--- src/rtl/mips_fetch_pkg.sv ---
`default_nettype none
// ============================================================================
//  Module      : mips_fetch_pkg
//  Description : Shared types and constants for the MIPS instruction fetch
//                stage (state encoding, reset vector, word-alignment mask).
//  Revision    : 1.0 - initial release
// ============================================================================
package mips_fetch_pkg;

    // Fetch sequencer states
    typedef enum logic [1:0] {
        IDLE   = 2'd0,
        FETCH  = 2'd1,
        HOLD   = 2'd2,
        HALTED = 2'd3
    } fetch_state_t;

    // Boot address of the core; the PC comes out of reset here
    localparam logic [31:0] RESET_VECTOR = 32'hBFC0_0000;

    // Clears the byte-offset bits to form a word address
    localparam logic [31:0] WORD_MASK    = 32'hFFFF_FFFC;

endpackage : mips_fetch_pkg
`default_nettype wire

--- src/rtl/mips_instruction_fetch.sv ---
`default_nettype none
// ============================================================================
//  Module      : mips_instruction_fetch
//  Description : Fetch stage. Reads one 32-bit instruction per PC value over
//                an Avalon-MM style read port, hands it to decode through a
//                valid/ready handshake, advances the PC once per fetched word
//                and stops on the halt address or on a misaligned PC.
//  Revision    : 1.0 - initial release
// ============================================================================
module mips_instruction_fetch
    import mips_fetch_pkg::*;
#(
    parameter logic [31:0] HALT_ADDR = 32'h0000_0000
) (
    input  logic        clk,
    input  logic        rst,
    input  logic        fetch_en,
    input  logic [31:0] pc,
    output logic        pc_cnt_en,
    output logic [31:0] avm_address,
    output logic        avm_read,
    input  logic [31:0] avm_readdata,
    input  logic        avm_waitrequest,
    output logic [31:0] instr,
    output logic        instr_valid,
    input  logic        instr_ready,
    output logic        halted,
    output logic        fetch_error
);

    fetch_state_t r_state;
    logic [31:0]  r_instr;
    logic         r_instr_valid;
    logic         r_halted;
    logic         r_fetch_error;

    fetch_state_t w_start_state;
    logic         w_start_halt;
    logic         w_start_error;
    logic         w_read_done;

    // Bus strobe comes from state only, so decode's ready never reaches the bus
    assign avm_read    = (r_state == FETCH);
    assign avm_address = pc & WORD_MASK;
    assign w_read_done = (r_state == FETCH) && !avm_waitrequest;

    // The PC advances on the same edge that captures the returned word
    assign pc_cnt_en   = w_read_done;

    assign instr       = r_instr;
    assign instr_valid = r_instr_valid;
    assign halted      = r_halted;
    assign fetch_error = r_fetch_error;

    // Start check: halt address has priority over the misalignment error
    always_comb begin
        w_start_state = FETCH;
        w_start_halt  = 1'b0;
        w_start_error = 1'b0;
        if (pc == HALT_ADDR) begin
            w_start_state = HALTED;
            w_start_halt  = 1'b1;
        end else if (pc[1:0] != 2'b00) begin
            w_start_state = HALTED;
            w_start_halt  = 1'b1;
            w_start_error = 1'b1;
        end
    end

    // Fetch sequencer with registered instruction and status outputs
    always_ff @(posedge clk or posedge rst) begin
        if (rst) begin
            r_state       <= IDLE;
            r_instr       <= 32'h0;
            r_instr_valid <= 1'b0;
            r_halted      <= 1'b0;
            r_fetch_error <= 1'b0;
        end else begin
            case (r_state)
                IDLE: begin
                    if (fetch_en) begin
                        r_state <= w_start_state;
                        if (w_start_halt)  r_halted      <= 1'b1;
                        if (w_start_error) r_fetch_error <= 1'b1;
                    end
                end
                FETCH: begin
                    // A dropped fetch_en does not abandon an issued read
                    if (w_read_done) begin
                        r_instr       <= avm_readdata;
                        r_instr_valid <= 1'b1;
                        r_state       <= HOLD;
                    end
                end
                HOLD: begin
                    if (instr_ready) begin
                        r_instr_valid <= 1'b0;
                        if (fetch_en) begin
                            r_state <= w_start_state;
                            if (w_start_halt)  r_halted      <= 1'b1;
                            if (w_start_error) r_fetch_error <= 1'b1;
                        end else begin
                            r_state <= IDLE;
                        end
                    end
                end
                HALTED: begin
                    // Terminal; only drains a word that decode has not taken yet
                    if (instr_ready) r_instr_valid <= 1'b0;
                end
                default: r_state <= IDLE;
            endcase
        end
    end

endmodule : mips_instruction_fetch
`default_nettype wire

--- config.mk ---
export PLATFORM = sky130hd
export DESIGN_NAME = mips_instruction_fetch
export DESIGN_NICKNAME = d
export VERILOG_FILES = /design/src/rtl/mips_fetch_pkg.sv /design/src/rtl/mips_instruction_fetch.sv
export SDC_FILE = /design/constraint.sdc
export NUM_CORES = 1
export LEC_CHECK = 0
export CAP_MARGIN = 20
export CORE_MARGIN = 2
export CORE_UTILIZATION = 30
export CTS_CLUSTER_DIAMETER = 150
export DETAILED_ROUTE_END_ITERATION = 10
export PLACE_DENSITY = 0.74
export SYNTH_ARGS = -nofsm -noshare
export SYNTH_HDL_FRONTEND = slang
export SYNTH_SLANG_ARGS = --single-unit
--- constraint.sdc ---
create_clock -name clk -period 3.7 [get_ports clk]
set_input_delay 0.37 -clock clk [delete_from_list [all_inputs] [get_ports clk]]
set_output_delay 0.37 -clock clk [all_outputs]
set_load 0.03 [all_outputs]
==> results of run 1 <==
flip-flops by register name, summed over array words and instances (netlist names):
register / cells
fetch_error: 1
halted: 1
instr: 32
instr_valid: 1
r_state: 2
worst reg2reg max path: cells and delay by family, from the launching register on:
kind	cells	cell delay, ns
buf+inv	2	0.49
fa+ha+maj	1	0.28
simple gates	1	0.20
mux	1	0.41
flops	1	0.44
worst max path at each step:
stage | from | endpoint | cells past startpoint
after floorplan | r_state[1]$_DFFE_PP0P_ | instr[10]$_DFFE_PP0P_ | 6
final | r_state[1]$_DFFE_PP0P_ | pc_cnt_en | 4
after global placement | avm_waitrequest | pc_cnt_en | 3
after global routing | r_state[1]$_DFFE_PP0P_ | pc_cnt_en | 4
after detailed placement | avm_waitrequest | pc_cnt_en | 3
after CTS | r_state[1]$_DFFE_PP0P_ | pc_cnt_en | 4
layout by cell type, fill, tap and decap left out, types with 2 or more instances in the layout:
cell | synthesis | routed
nor4_1 | 7 | 7
nand2_1 | 3 | 3
inv_1 | 5 | 5
nor2_1 | 3 | 3
buf_4 | 32 | 2
clkdlybuf4s50_1 | 0 | 135
clkbuf_8 | 0 | 6
nand4_1 | 2 | 2
o21ai_0 | 4 | 4
conb_1 | 1 | 2
ha_1 | 5 | 5
mux2_2 | 32 | 32
mux2_1 | 2 | 2
dfrtp_1 | 37 | 37
power by group through the flow:
stage	clock [uW]	sequential, uW	combinational (uW)
2_1_floorplan	0	1090	495
3_3_place_gp	0	706	1410
3_5_place_dp	0	720	1430
4_1_cts	371	713	1430
5_1_grt	388	740	1490
6_report	354	709	1410
cell type report:
cell class | instances | share of cell area, %
clock inverter | 1 | 0.942
sequential | 37 | 29.1
timing repair buffer | 137 | 42.9
tap | 75 | 2.94
multi-input combinational | 70 | 20.8
inverter | 6 | 0.707
clock buffer | 7 | 2.71
layer usage:
| layer | routed length (microns) | up-vias | share of wire (%) |
|---|---|---|---|
| met5 | 0 | - | 0 |
| met4 | 17 | 0 | 0.36 |
| met3 | 448 | 2 | 9.6 |
| met2 | 2370 | 99 | 51 |
| met1 | 1850 | 686 | 40 |
| li1 | - | 702 | - |
metrics by stage:
| stage | util (%) | hold WS [ns] | setup WS (ns) |
|---|---|---|---|
| finish | 53.2 | 0.484 | 1.33 |
| global route | 53.2 | 0.525 | 1.20 |
| CTS | 53.2 | 0.488 | 1.29 |
| detailed placement | 51.3 | 0.469 | 1.58 |
| global placement | 51.3 | 0.453 | 1.59 |
| floorplan | - | 0.505 | 1.80 |
kinds of logic after synthesis:
kind of cell	Yosys count	share of synthesized area, %
muxes	35	20.9
DFF	37	49.3
buffers and inverters	42	16.1
adders and majority gates	5	3.33
AOI/OAI and AO/OA	11	5.20
and+or+nand+nor	17	5.00
other	1	0.200
==> metrics.md, run 1 <==
| Metric | Value |
|---|---|
| # resized after CTS | `0` |
| List of most frequent post-synthesis cells | `dfrtp_1 (37), buf_4 (32), mux2_2 (32), nor4_1 (7)` |
| Placer Congestion | `0.782` |
| Area fraction of the dominant cell type after synthesis | `49.3%` |
| Unrepaired setup endpoints after global routing | `false` |
| Worst path cell trace | `inv_1 -> ha_1 -> nor2b_4 -> clkdlybuf4s50_1` |
| Sw Share | `39.1%` |
| CTS Buf Count | `5` |
| Antenna violations before repair | `0` |
| CP Launch Type | `register` |
| DRC errors left | `0` |
| Initial DRC Count | `18` |
| Die W | `83.1 microns` |
| Async set-or-reset flop fraction in the synthesized netlist | `100%` |
| GRT Max-Usage Layer | `met2` |
| Drt via density | `4.47` |
| Clk buf depth | `2` |
| Critical R2R Launch | `r_state[1]$_DFFE_PP0P_` |
| WL final | `between 4 and 5 mm` |
| Int Power | `roughly 1500 uW` |
| Reg-to-reg endpoint | `instr[22]$_DFFE_PP0P_` |
| Min-Delay Startpoint | `halted$_DFFE_PP0P_` |
| Synthesized instance count | `about 150` |
| Most common cell in the netlist | `dfrtp_1` |
| Syn_area_per_cell | `12.7 sq um` |
| Logic pwr share | `57.0%` |
| Crit path time final | `2.37 ns` |
| Router iterations before antenna repair | `2` |
| Final cell count without fillers | `333` |
| Register area share after synthesis | `49.3%` |
| Worst clock skew | `0.00224 ns` |
| Slew Limit Fails | `0` |
| Met3 Usage GRT | `4.87%` |
| CP Data Required Time | `3.33 ns` |
| Rows | `28` |
| Tot Pwr | `2470 uW` |
| Worst-path clk slew | `0.07 ns` |
| WS Path Type | `register to output pin` |
| Cell family with the largest share of critical-path delay | `buffers and inverters` |
| Post-synth top area cell | `dfrtp_1` |
| Outcome | `finished, final reports clean` |
| Vias in the first global route | `roughly 1.7k` |
| Sequential share of power | `28.7%` |
| First-pass GRT wire length | `7.79 mm` |
| I/O pin total | `138` |
| Psw | `965 uW` |
| Worst Path Buf+Inv | `2` |
| Final Hold Viols | `0` |
| Synth Flop Type | `dfrtp_1` |
| Final HPWL DP | `3.77 mm` |
| PwrDens | `775 nW/um^2` |
| Routed Antenna Nets | `0` |
| Critical Path Fanout Max | `7` |
| Flops & latches, synth | `37` |
| Sink Count | `37` |
| Placed Cells | `325` |
| Met1 Use GR | `16.7%` |
| Synth cell types | `25` |
| H-tree depth | `2` |
| Largest net degree at the start of global routing | `38` |
| Filler instances | `~550` |
| Clock network power share | `between 10% and 20%` |
| CP Data Arrival Time | `around 2.0 ns` |
| Share of cells above drive strength 1 | `between 10% and 20%` |
| Nets | `331` |
| Register area | `slightly above 900 sq um` |
| GRT Overall Usage | `13.9%` |
| Maxcap violations | `0` |
| Multi-input combinational cell area | `approximately 660 sq um` |
| GR Util met2 | `about a quarter` |
| Die footprint | `6910 sq um` |
| Setup-failing EPs final | `0` |
| Clock root buffer | `clkbuf_8` |
| Slowest cell on crit path | `clkdlybuf4s50_1` |
| Synthesis-to-finish area growth | `69.7%` |
| Reg-to-reg slack, setup | `between 1.5 and 2 ns` |
| Number of setup buffers added after CTS | `0` |
| Overall via count from detail_route | `1,489` |
| Number of synthesis warnings | `0` |
| Worst skew pair latency | `between 0.2 and 0.3 ns` |
| Starting Density | `31.3%` |
| IO Port Bufs | `135` |
| FF-to-FF path depth | `5` |
| Die H | `83.1 microns` |
| Worst hold-check path type | `register to register` |
| Antenna diode count | `0` |
| Post-synth EDFFs | `0` |
| Post-CTS Hold Buffers | `0` |
| Core outline area | `5990 sq um` |
| Hold path cells | `1` |
| Post-DP Area | `3070 sq um` |
| Static leakage | `0.00128 uW` |
| Peak Freq | `421 MHz` |
| Ranking of synthesized cells by area | `dfrtp_1 (49%), mux2_2 (19%), buf_4 (13%)` |
| Final instance area | `3190 sq um` |
| Worst Hold Path EP | `halted$_DFFE_PP0P_` |
| Worst vdd ir | `roughly 0.41 mV` |
| CP endpoint kind | `output pin` |
| CTS tree | `built` |
| Routed len/inst | `14.1 microns` |
| Global route total overflow | `0` |
| Synth Cell Area | `1880 sq um` |
| Post-route clock period utilization | `64.1%` |
| Setup tns final | `0 ns` |
| Slowest cell delay on critical path | `approximately 0.7 ns` |
(Power assumes the default switching activity.)
==> run 2: changes to the inputs <==
clock period = 2.3 ns   (was 3.7 ns; I/O delays follow)
==> run 2 against run 1 <==
Compared with the run above:
- final cell count stayed put
- cell area is 0.31% lower
- utilization is 0.17 points lower
- setup slack worse by 1.1 ns
- clock power is 32% higher
- clock skew is 0.0023 ns higher
- worst hold slack worse by 0.13 ns
- critical path type unchanged
- largest cell class unchanged
- largest power group unchanged
==> metrics.md, run 2 (synthesis gave the netlist of run 1 again) <==
| Metric | Value |
|---|---|
| Router iterations before antenna repair | `4 (was 2)` |
| CTS tree | `built (unchanged)` |
| Overall via count from detail_route | `1,509 (was 1,489)` |
| IO Port Bufs | `135 (unchanged)` |
| Detail Route met3 WL | `470 microns (was 448 microns)` |
| Clock network power share | `12.0% (was 14.3%)` |
| Sw Share | `40.2% (was 39.1%)` |
| H-tree depth | `2 (unchanged)` |
| Initial DRC Count | `25 (was 18)` |
| Starting Density | `31.3% (unchanged)` |
| Die W | `83.1 microns (unchanged)` |
| Routed Antenna Nets | `0 (unchanged)` |
| Final Hold Viols | `0 (unchanged)` |
| Multi-input combinational cell area | `662 sq um (unchanged)` |
| Die H | `83.1 microns (unchanged)` |
| Number of setup buffers added after CTS | `0 (unchanged)` |
| Placer Congestion | `0.840 (was 0.782)` |
| Antenna violations before repair | `0 (unchanged)` |
| CP Launch Type | `register (unchanged)` |
| Psw | `1560 uW (was 965 uW)` |
| Slowest cell on crit path | `clkdlybuf4s50_1 (unchanged)` |
| I/O pin total | `138 (unchanged)` |
| Routed len/inst | `13.6 microns (was 14.1 microns)` |
| WS Path Type | `register to output pin (unchanged)` |
| Largest net degree at the start of global routing | `38 (unchanged)` |
| Sequential share of power | `29.3% (was 28.7%)` |
| CP Data Required Time | `2.07 ns (was 3.33 ns)` |
| Drt via density | `4.53 (was 4.47)` |
| Global route total overflow | `0 (unchanged)` |
| GRT Overall Usage | `13.2% (was 13.9%)` |
| Synthesis-to-finish area growth | `69.2% (was 69.7%)` |
| Final HPWL DP | `3.59 mm (was 3.77 mm)` |
| Max reg flops | `32 (unchanged)` |
| CTS Buf Count | `5 (unchanged)` |
| Worst hold-check path type | `primary input to asynchronous set/reset pin (was register to register)` |
| Sink Count | `37 (unchanged)` |
| Routed wl met2 | `2.16 mm (was 2.37 mm)` |
| Int Power | `2320 uW (was 1510 uW)` |
| Post-CTS Hold Buffers | `0 (unchanged)` |
| Post-route clock period utilization | `89.9%` |
| Worst-path clk slew | `0.07 ns (about the same)` |
| Maxcap violations | `0 (unchanged)` |
| WL final | `4.54 mm (was 4.69 mm)` |
| Hold_ws | `0.352 ns (was 0.484 ns)` |
| Core outline area | `5990 sq um (unchanged)` |
| # resized after CTS | `0 (unchanged)` |
| Static leakage | `0.00128 uW (about the same)` |
| Crit path time final | `about 2.1 ns` |
| DRC errors left | `0 (unchanged)` |
| CP endpoint kind | `output pin (unchanged)` |
| Clock root buffer | `clkbuf_8 (unchanged)` |
| Clk buf depth | `2 (unchanged)` |
| Outcome | `finished, final reports clean (unchanged)` |
| Setup tns final | `0 ns (unchanged)` |
| First-pass GRT wire length | `7.34 mm (was 7.79 mm)` |
| Rows | `28 (unchanged)` |
| Slowest cell delay on critical path | `0.72 ns (was 0.69 ns)` |
| PwrDens | `1220 nW/um^2 (was 775 nW/um^2)` |
| Logic pwr share | `58.6% (was 57.0%)` |
| Nets | `331 (unchanged)` |
| Antenna diode count | `0 (unchanged)` |
| Die footprint | `6910 sq um (unchanged)` |
| Share of cells above drive strength 1 | `19.0% (was 18.2%)` |
| Commonest cells after routing, fill and taps aside | `clkdlybuf4s50_1 (134), dfrtp_1 (37), mux2_2 (32) (was clkdlybuf4s50_1 (135), dfrtp_1 (37), mux2_2 (32))` |
| Slew Limit Fails | `0 (unchanged)` |
| CP Data Arrival Time | `1.84 ns (was 2.00 ns)` |
| Unrepaired setup endpoints after global routing | `false (unchanged)` |
| Worst skew pair latency | `0.28 ns (was 0.27 ns)` |
| Post-route met1 wirelength | `1.83 mm (was 1.85 mm)` |
| Vias in the first global route | `1,549 (was 1,682)` |
| Worst path cell trace | `inv_1 -> ha_1 -> clkdlybuf4s50_1 (was inv_1 -> ha_1 -> nor2b_4 -> clkdlybuf4s50_1)` |
| Commonest non-fill, non-tap cell in the layout | `clkdlybuf4s50_1 (unchanged)` |
| Cell family with the largest share of critical-path delay | `buffers and inverters (unchanged)` |
| Register area | `926 sq um (unchanged)` |
| Worst clock skew | `0.00452 ns (was 0.00224 ns)` |
| Max Used Layer | `met4 (unchanged)` |
| Filler instances | `526 (was 548)` |
| Critical Path Fanout Max | `7 (unchanged)` |
| Setup-failing EPs final | `0 (unchanged)` |
| Peak Freq | `484 MHz` |
| Worst Path Buf+Inv | `2 (unchanged)` |
| Worst vdd ir | `0.635 mV (was 0.410 mV)` |
## run 2: changes by cell type in the layout (fill, tap and decap cells not counted)
cell	previous run	this run
bufinv_16	1	0
clkinv_2	0	1
buf_12	0	1
clkinv_4	0	1
clkbuf_1	1	0
clkdlybuf4s50_1	135	134
## run 2: routing by layer
layer	track usage (%)	vias to the layer above
met1	15.8	696
met2	21.8	106
met3	5.27	8
met5	0	-
li1	-	699
met4	3.87	0
## run 2: final timing paths
check / from / endpoint / slack, ns / cells after the start
min: rst / instr[5]$_DFFE_PP0P_ / 0.35 / 3
max reg2reg: r_state[1]$_DFFE_PP0P_ / instr[28]$_DFFE_PP0P_ / 0.54 / 5
max: r_state[1]$_DFFE_PP0P_ / avm_read / 0.23 / 3
min in group clk: instr[7]$_DFFE_PP0P_ / instr[7]$_DFFE_PP0P_ / 0.49 / 1
min reg2reg: instr[7]$_DFFE_PP0P_ / instr[7]$_DFFE_PP0P_ / 0.49 / 1
max in group asynchronous: rst / instr[18]$_DFFE_PP0P_ / 1.62 / 3
## run 2: worst min-delay path, cell delays in order
cell,delay [ns]
clkdlybuf4s50_1,0.40
inv_1,0.05
buf_4,0.40
## run 2: area by class of cell
| class | instances | area share (%) |
|---|---|---|
| Sequential cell | 37 | 29.1 |
| Clock buffer | 6 | 2.60 |
| Clock inverter | 2 | 0.433 |
| Inverter | 6 | 0.709 |
| Tap cell | 75 | 2.95 |
| Timing Repair Buffer | 137 | 43.3 |
| Multi-Input combinational cell | 70 | 20.8 |
## run 2: per-stage QoR
step | worst slack (ns) | cells | utilization, % | total power (uW) | cell area, sq um
3_3_place_gp | 0.568 | 325 | 51.4 | 3410 | 3080
6_report | 0.233 | 333 | 53.0 | 3890 | 3180
5_1_grt | 0.169 | 333 | 53.0 | 4110 | 3180
2_1_floorplan | 0.395 | 149 | - | 2540 | 1880
3_5_place_dp | 0.492 | 325 | 51.4 | 3450 | 3080
4_1_cts | 0.229 | 333 | 53.0 | 3940 | 3180
## run 2: power groups by stage
stage | Clock (uW) | Sequential, uW | Combinational, uW
floorplan | 0 | 1750 | 796
global placement | 0 | 1140 | 2270
detailed placement | 0 | 1150 | 2300
CTS | 493 | 1140 | 2300
global route | 525 | 1190 | 2390
finish | 468 | 1140 | 2280
==> run 3: changes to the inputs <==
CTS_CLUSTER_DIAMETER = 100   (was 150)
PLACE_DENSITY = 0.79   (was 0.74)
==> run 3 against run 2 <==
Compared with the run above:
- maximum frequency shrank 0.49%
- utilization shrank 0.10 points
- via count shrank 0.73%
- setup slack lost 0.010 ns
- critical endpoint unchanged
- largest cell class unchanged
- highest routed layer unchanged
==> metrics.md, run 3 (synthesis gave the netlist of run 1 again) <==
| Metric | Value |
|---|---|
| CTS Buf Count | `5 (unchanged)` |
| Starting Density | `31.3% (unchanged)` |
| CP Data Required Time | `2.07 ns (about the same)` |
| Reg-to-reg endpoint | `instr[28]$_DFFE_PP0P_ (unchanged)` |
| Synthesis-to-finish area growth | `68.8% (was 69.2%)` |
| Final Hold Viols | `0 (unchanged)` |
| Worst vdd ir | `0.643 mV (was 0.635 mV)` |
| Initial DRC Count | `14 (was 25)` |
| WL final | `4.59 mm (was 4.54 mm)` |
| Final instance area | `3170 sq um (was 3180 sq um)` |
| Crit path time final | `2.08 ns (was 2.07 ns)` |
| Unrepaired setup endpoints after global routing | `false (unchanged)` |
| Routed Antenna Nets | `0 (unchanged)` |
| Slowest cell on crit path | `clkdlybuf4s50_1 (unchanged)` |
| Post-DP Area | `3080 sq um (unchanged)` |
| Register area | `926 sq um (unchanged)` |
| PwrDens | `1220 nW/um^2 (about the same)` |
| Router iterations before antenna repair | `4 (unchanged)` |
| Slowest cell delay on critical path | `0.71 ns (was 0.72 ns)` |
| Worst clock skew | `0.00396 ns (was 0.00452 ns)` |
| DRC errors left | `0 (unchanged)` |
| Global route total overflow | `0 (unchanged)` |
| Clock root buffer | `clkbuf_8 (unchanged)` |
| Commonest cells after routing, fill and taps aside | `clkdlybuf4s50_1 (134), dfrtp_1 (37), mux2_2 (32) (unchanged)` |
| Drt via density | `4.51 (was 4.53)` |
| H-tree depth | `2 (unchanged)` |
| Post-route clock period utilization | `90.3% (was 89.9%)` |
| Tot Pwr | `3880 uW (was 3890 uW)` |
| Maxcap violations | `0 (unchanged)` |
| Placer Congestion | `0.891 (was 0.840)` |
| Routed len/inst | `13.8 microns (was 13.6 microns)` |
| Reg-to-reg slack, setup | `0.53 ns (was 0.54 ns)` |
| Setup tns final | `0 ns (unchanged)` |
| Peak Freq | `482 MHz (was 484 MHz)` |
| # resized after CTS | `0 (unchanged)` |
| Worst hold-check path type | `primary input to asynchronous set/reset pin (unchanged)` |
| Rows | `28 (unchanged)` |
| Overall via count from detail_route | `1,498 (was 1,509)` |
| Crit. Startpoint | `r_state[1]$_DFFE_PP0P_ (unchanged)` |
| Worst path cell trace | `inv_1 -> ha_1 -> clkdlybuf4s50_1 (unchanged)` |
| IO Port Bufs | `135 (unchanged)` |
| Cell family with the largest share of critical-path delay | `buffers and inverters (unchanged)` |
| Critical R2R Launch | `r_state[1]$_DFFE_PP0P_ (unchanged)` |
| Worst Path Buf+Inv | `2 (unchanged)` |
| Antenna diode count | `0 (unchanged)` |
| Worst skew pair latency | `0.28 ns (about the same)` |
| Worst-path clk slew | `0.07 ns (about the same)` |
| Critical Path End | `avm_read (unchanged)` |
| CP Data Arrival Time | `1.85 ns (was 1.84 ns)` |
| Stages on the worst setup path | `3 (unchanged)` |
| GRT Overall Usage | `13.1% (was 13.2%)` |
| Static leakage | `0.00127 uW (was 0.00128 uW)` |
| I/O pin total | `138 (unchanged)` |
| Outcome | `finished, final reports clean (unchanged)` |
| Share of cells above drive strength 1 | `18.7% (was 19.0%)` |
| FF-to-FF path depth | `5 (unchanged)` |
| Post-CTS Hold Buffers | `0 (unchanged)` |
| Sink Count | `37 (unchanged)` |
| Commonest non-fill, non-tap cell in the layout | `clkdlybuf4s50_1 (unchanged)` |
| CP Launch Type | `register (unchanged)` |
| CP endpoint kind | `output pin (unchanged)` |
| Critical Path Fanout Max | `7 (unchanged)` |
| Slew Limit Fails | `0 (unchanged)` |
| Final HPWL DP | `3.63 mm (was 3.59 mm)` |
| Die footprint | `6910 sq um (unchanged)` |
| CTS tree | `built (unchanged)` |
| Clk buf depth | `2 (unchanged)` |
| Setup-failing EPs final | `0 (unchanged)` |
| WS Path Type | `register to output pin (unchanged)` |
| Core outline area | `5990 sq um (unchanged)` |
| Die W | `83.1 microns (unchanged)` |
| Vias in the first global route | `1,549 (unchanged)` |
| Largest net degree at the start of global routing | `38 (unchanged)` |
| Die H | `83.1 microns (unchanged)` |
| Antenna violations before repair | `0 (unchanged)` |
| Max reg flops | `32 (unchanged)` |
| Number of setup buffers added after CTS | `0 (unchanged)` |
| First-pass GRT wire length | `7.31 mm (was 7.34 mm)` |
| Filler instances | `515 (was 526)` |
| Nets | `331 (unchanged)` |
| Multi-input combinational cell area | `662 sq um (unchanged)` |
## run 3: cell types whose count changed in the layout (fill, tap and decap cells not counted), sizes merged
cell / delta
clkinv: -2
clkinvlp: +1
## run 3: worst min-delay path, stage by stage
cell	delay, ns
clkdlybuf4s50_1	0.40
inv_1	0.05
buf_4	0.40
## run 3: worst min path at each step
stage | from | endpoint | depth (start not counted) | slack, ns
2_1_floorplan | avm_readdata[6] | instr[6]$_DFFE_PP0P_ | 1 | 0.36
3_3_place_gp | halted$_DFFE_PP0P_ | halted$_DFFE_PP0P_ | 1 | 0.45
3_5_place_dp | instr[7]$_DFFE_PP0P_ | instr[7]$_DFFE_PP0P_ | 1 | 0.47
4_1_cts | rst | instr[4]$_DFFE_PP0P_ | 3 | 0.37
5_1_grt | rst | instr[29]$_DFFE_PP0P_ | 3 | 0.39
6_report | rst | instr[4]$_DFFE_PP0P_ | 3 | 0.36
## run 3: final cells by class
type | instances | share of cell area (%)
clock buffer | 6 | 2.60
multi-input combinational | 70 | 20.9
sequential | 37 | 29.2
clock inverter | 1 | 0.237
timing repair buffer | 137 | 43.4
tap | 75 | 2.96
inverter | 6 | 0.710
## run 3: report_power, final
part | total, uW | internal [uW] | switching, uW
Clock | 456 | 237 | 220
Sequential | 1140 | 973 | 172
Combinational | 2280 | 1110 | 1170
Total | 3880 | 2320 | 1560
## run 3: per-layer routing
| metal | vias to the layer above | wire length [microns] | track usage, % |
|---|---|---|---|
| met3 | 2 | 437 | 5.07 |
| met2 | 107 | 2250 | 22.7 |
| li1 | 697 | - | - |
| met1 | 692 | 1870 | 14.7 |
| met5 | - | 0 | 0 |
| met4 | 0 | 29 | 4.47 |
## run 3: stage by stage
stage	worst slack (ns)	cells	hold slack, ns	util [%]
after floorplan	0.395	149	0.365	-
after global placement	0.584	325	0.452	51.4
after detailed placement	0.536	325	0.475	51.4
after CTS	0.212	332	0.370	52.9
after global routing	0.128	332	0.390	52.9
final	0.223	332	0.356	52.9
==> RTL change 1, RTL diff (settings of run 3) <==
Reset style: synchronous (`rst`), changed in one clocked block.
--- a/src/rtl/mips_instruction_fetch.sv
+++ b/src/rtl/mips_instruction_fetch.sv
@@ -69,5 +69,5 @@
 
     // Fetch sequencer with registered instruction and status outputs
-    always_ff @(posedge clk or posedge rst) begin
+    always_ff @(posedge clk) begin
         if (rst) begin
             r_state       <= IDLE;
Function: differs if rst is asserted again (counterexample within 4 cycles, from zero or initial values and one cycle with rst high); with rst held inactive, the same outputs for 10 cycles.
==> RTL change 1 against run 3 <==
Final area is 3.6% lower; wire length is 7.8% higher; die area is 5.8% lower; utilization is 1.6 points higher; sequential cell count stayed put; count of clock-buffer cells in the layout is 1 higher; area after synthesis is 6.1% lower; hold slack better by 98 ps; setup slack worse by 70 ps; critical endpoint is now pc_cnt_en.
Power is not compared: it rests on default switching activity, and its combinational part moved more than twofold at a synthesized area within 25%.
==> RTL change 1: results (changes against run 3) <==
status=completed; Area Growth Syn to Fin=73.46%; gr usage total=14.85% (+1.8 points); R2R depth=6 (+1); register area share after synthesis=42.02% (-7.3 points); post-DP HPWL=3792 um (+4.5%); async set-reset flop share out of synthesis=0% (-100 points); Layout fillers=541 (+5.0%); clock network area share=3.805% (+0.96 points); wl on met1=2010 um (+7.3%); Max FO, Critical Path=6 (-1); routability cong.=0.7387 (-17%); number of global-route vias before repair=1650 (+6.5%); routed wire length=4948 um (+7.8%); Multi-input comb cells=140 (+100%); met2 usage=27.67% (+5.0 points); first-pass GRT wire length=7631 um (+4.4%); non-clk buf share=44.93% (+1.5 points); met3 wire len=276 um (-37%); Adder-Cell Fraction of Synth Area=3.549% (+0.22 points); placed inst area=0.002942 sq mm (-4.5%); multi-input combinational area share=23.61% (+2.7 points); Syn Inst Count=223 (+51%); # clk buffers=7 (+1); met3 Resource Use GR=3.708% (-1.4 points); die area=0.006506 sq mm (-5.8%); Cell Count, Final, Fillers Out=399 (+20%)
[RTL change 1: cell types whose count changed after synthesis, moves of 5 or more]
| cell | run 3 | this run |
|---|---|---|
| dfxtp_1 | 0 | 37 |
| a21oi_1 | 1 | 34 |
| dfrtp_1 | 37 | 0 |
| nand2_1 | 3 | 65 |
| mux2_2 | 32 | 0 |
| clkbuf_1 | 0 | 5 |
| buf_2 | 1 | 6 |
[RTL change 1: worst max path at each step]
stage,start,cells past startpoint,slack (ps),end
2_1_floorplan,r_state[1]$_SDFFE_PP0P_,8,630,instr[22]$_SDFFE_PP0P_
3_3_place_gp,avm_waitrequest,4,430,pc_cnt_en
3_5_place_dp,avm_waitrequest,4,420,pc_cnt_en
4_1_cts,r_state[1]$_SDFFE_PP0P_,5,130,pc_cnt_en
5_1_grt,r_state[1]$_SDFFE_PP0P_,5,40,pc_cnt_en
6_report,r_state[1]$_SDFFE_PP0P_,5,150,pc_cnt_en
==> RTL change 2, RTL diff (settings of run 3) <==
Without the edit above. Encoding of `fetch_state_t`: now one-hot (4 bits for 4 states).
--- a/src/rtl/mips_fetch_pkg.sv
+++ b/src/rtl/mips_fetch_pkg.sv
@@ -9,9 +9,9 @@
 
     // Fetch sequencer states
-    typedef enum logic [1:0] {
-        IDLE   = 2'd0,
-        FETCH  = 2'd1,
-        HOLD   = 2'd2,
-        HALTED = 2'd3
+    typedef enum logic [3:0] {
+        IDLE   = 4'b0001,
+        FETCH  = 4'b0010,
+        HOLD   = 4'b0100,
+        HALTED = 4'b1000
     } fetch_state_t;
 
Behaviour: same outputs for any inputs over 10 cycles, from zero or initial values and one cycle with rst high; not proved beyond that.
==> RTL change 2 against run 3 <==
Wire length increased by 0.78%; sequential cell count rose by 2; count of clock-buffer cells in the layout rose by 1; hold slack better by 14 ps; total power fell by 25%; critical path type unchanged; maximum frequency increased by 0.48%; area after synthesis increased by 0.60%; critical endpoint unchanged; setup slack improved by 9.9 ps; final area fell by 0.71%.
==> RTL change 2: results (changes against run 3) <==
Area Growth Syn to Fin=66.62%; Clock Skews=1.608 ps (-2.353 ps); first-pass GRT wire length=7527 um (+3.0%); hold slack=369.7 ps (+14.07 ps); non-clk buf share=43.72% (+0.31 points); list of most frequent post-synthesis cells=dfrtp_1, buf_4, mux2_1; initial detailed-routing violation count=53 (+39); gr usage total=13.37% (+0.28 points); register area share after synthesis=51.72% (+2.4 points); number of non-clock inverters=3 (-3); Horiz. Die Dim=83.36 um (+0.29%); storage element area=977.2 sq um (+5.5%); wl on met1=1849 um (-1.3%); Syn Inst Count=149 (+0.68%); status=completed; met3 wire len=395 um (-9.6%); Peak Freq=483.8 MHz (+0.48%); FF-to-FF Start=r_state[2]$_DFFE_PP0P_; flop2flop setup slack=560 ps (+30 ps); fraction of final layout cells sized beyond drive strength 1=6.589% (-12 points); clock network area share=2.583% (-0.26 points); met2 usage=23.02% (+0.37 points); worst slack, placed=532.7 ps (-3.668 ps); R2R depth=4 (-1); Total Power=2.890 mW (-25%); Area contributors post-synth=dfrtp_1, mux2_1, buf_4; Multi-input comb cells=71 (+1.4%); post-DP HPWL=3676 um (+1.2%); met3 Resource Use GR=4.374% (-0.70 points); via count=1505 (+0.47%)
[RTL change 2: cell types whose count changed in the layout (fill, tap and decap cells not counted), moves of 3 or more]
| cell | delta |
|---|---|
| ha_1 | -5 |
| mux2_1 | +25 |
| mux2_2 | -27 |
| nor2_1 | +3 |
[RTL change 2: cells by family (layout without fill, tap and decap cells)]
| logic type | after synthesis | in the layout | synth area share, % |
|---|---|---|---|
| buffers and inverters | 40 | 148 | 16.29 |
| flip-flops | 39 | 39 | 51.72 |
| multiplexers | 32 | 32 | 19.07 |
| AND/OR/NAND/NOR | 24 | 24 | 8.145 |
| AO/OA/AOI/OAI | 12 | 12 | 4.106 |
| other | 1 | 2 | 0.1985 |
| XOR/XNOR | 1 | 1 | 0.4637 |
[RTL change 2: worst max-delay path: cells and delay by family, from the launching register on]
kind | cells | cell delay [ps]
AND/OR/NAND/NOR | 1 | 330
buffers and inverters | 1 | 730
flip-flops | 1 | 490
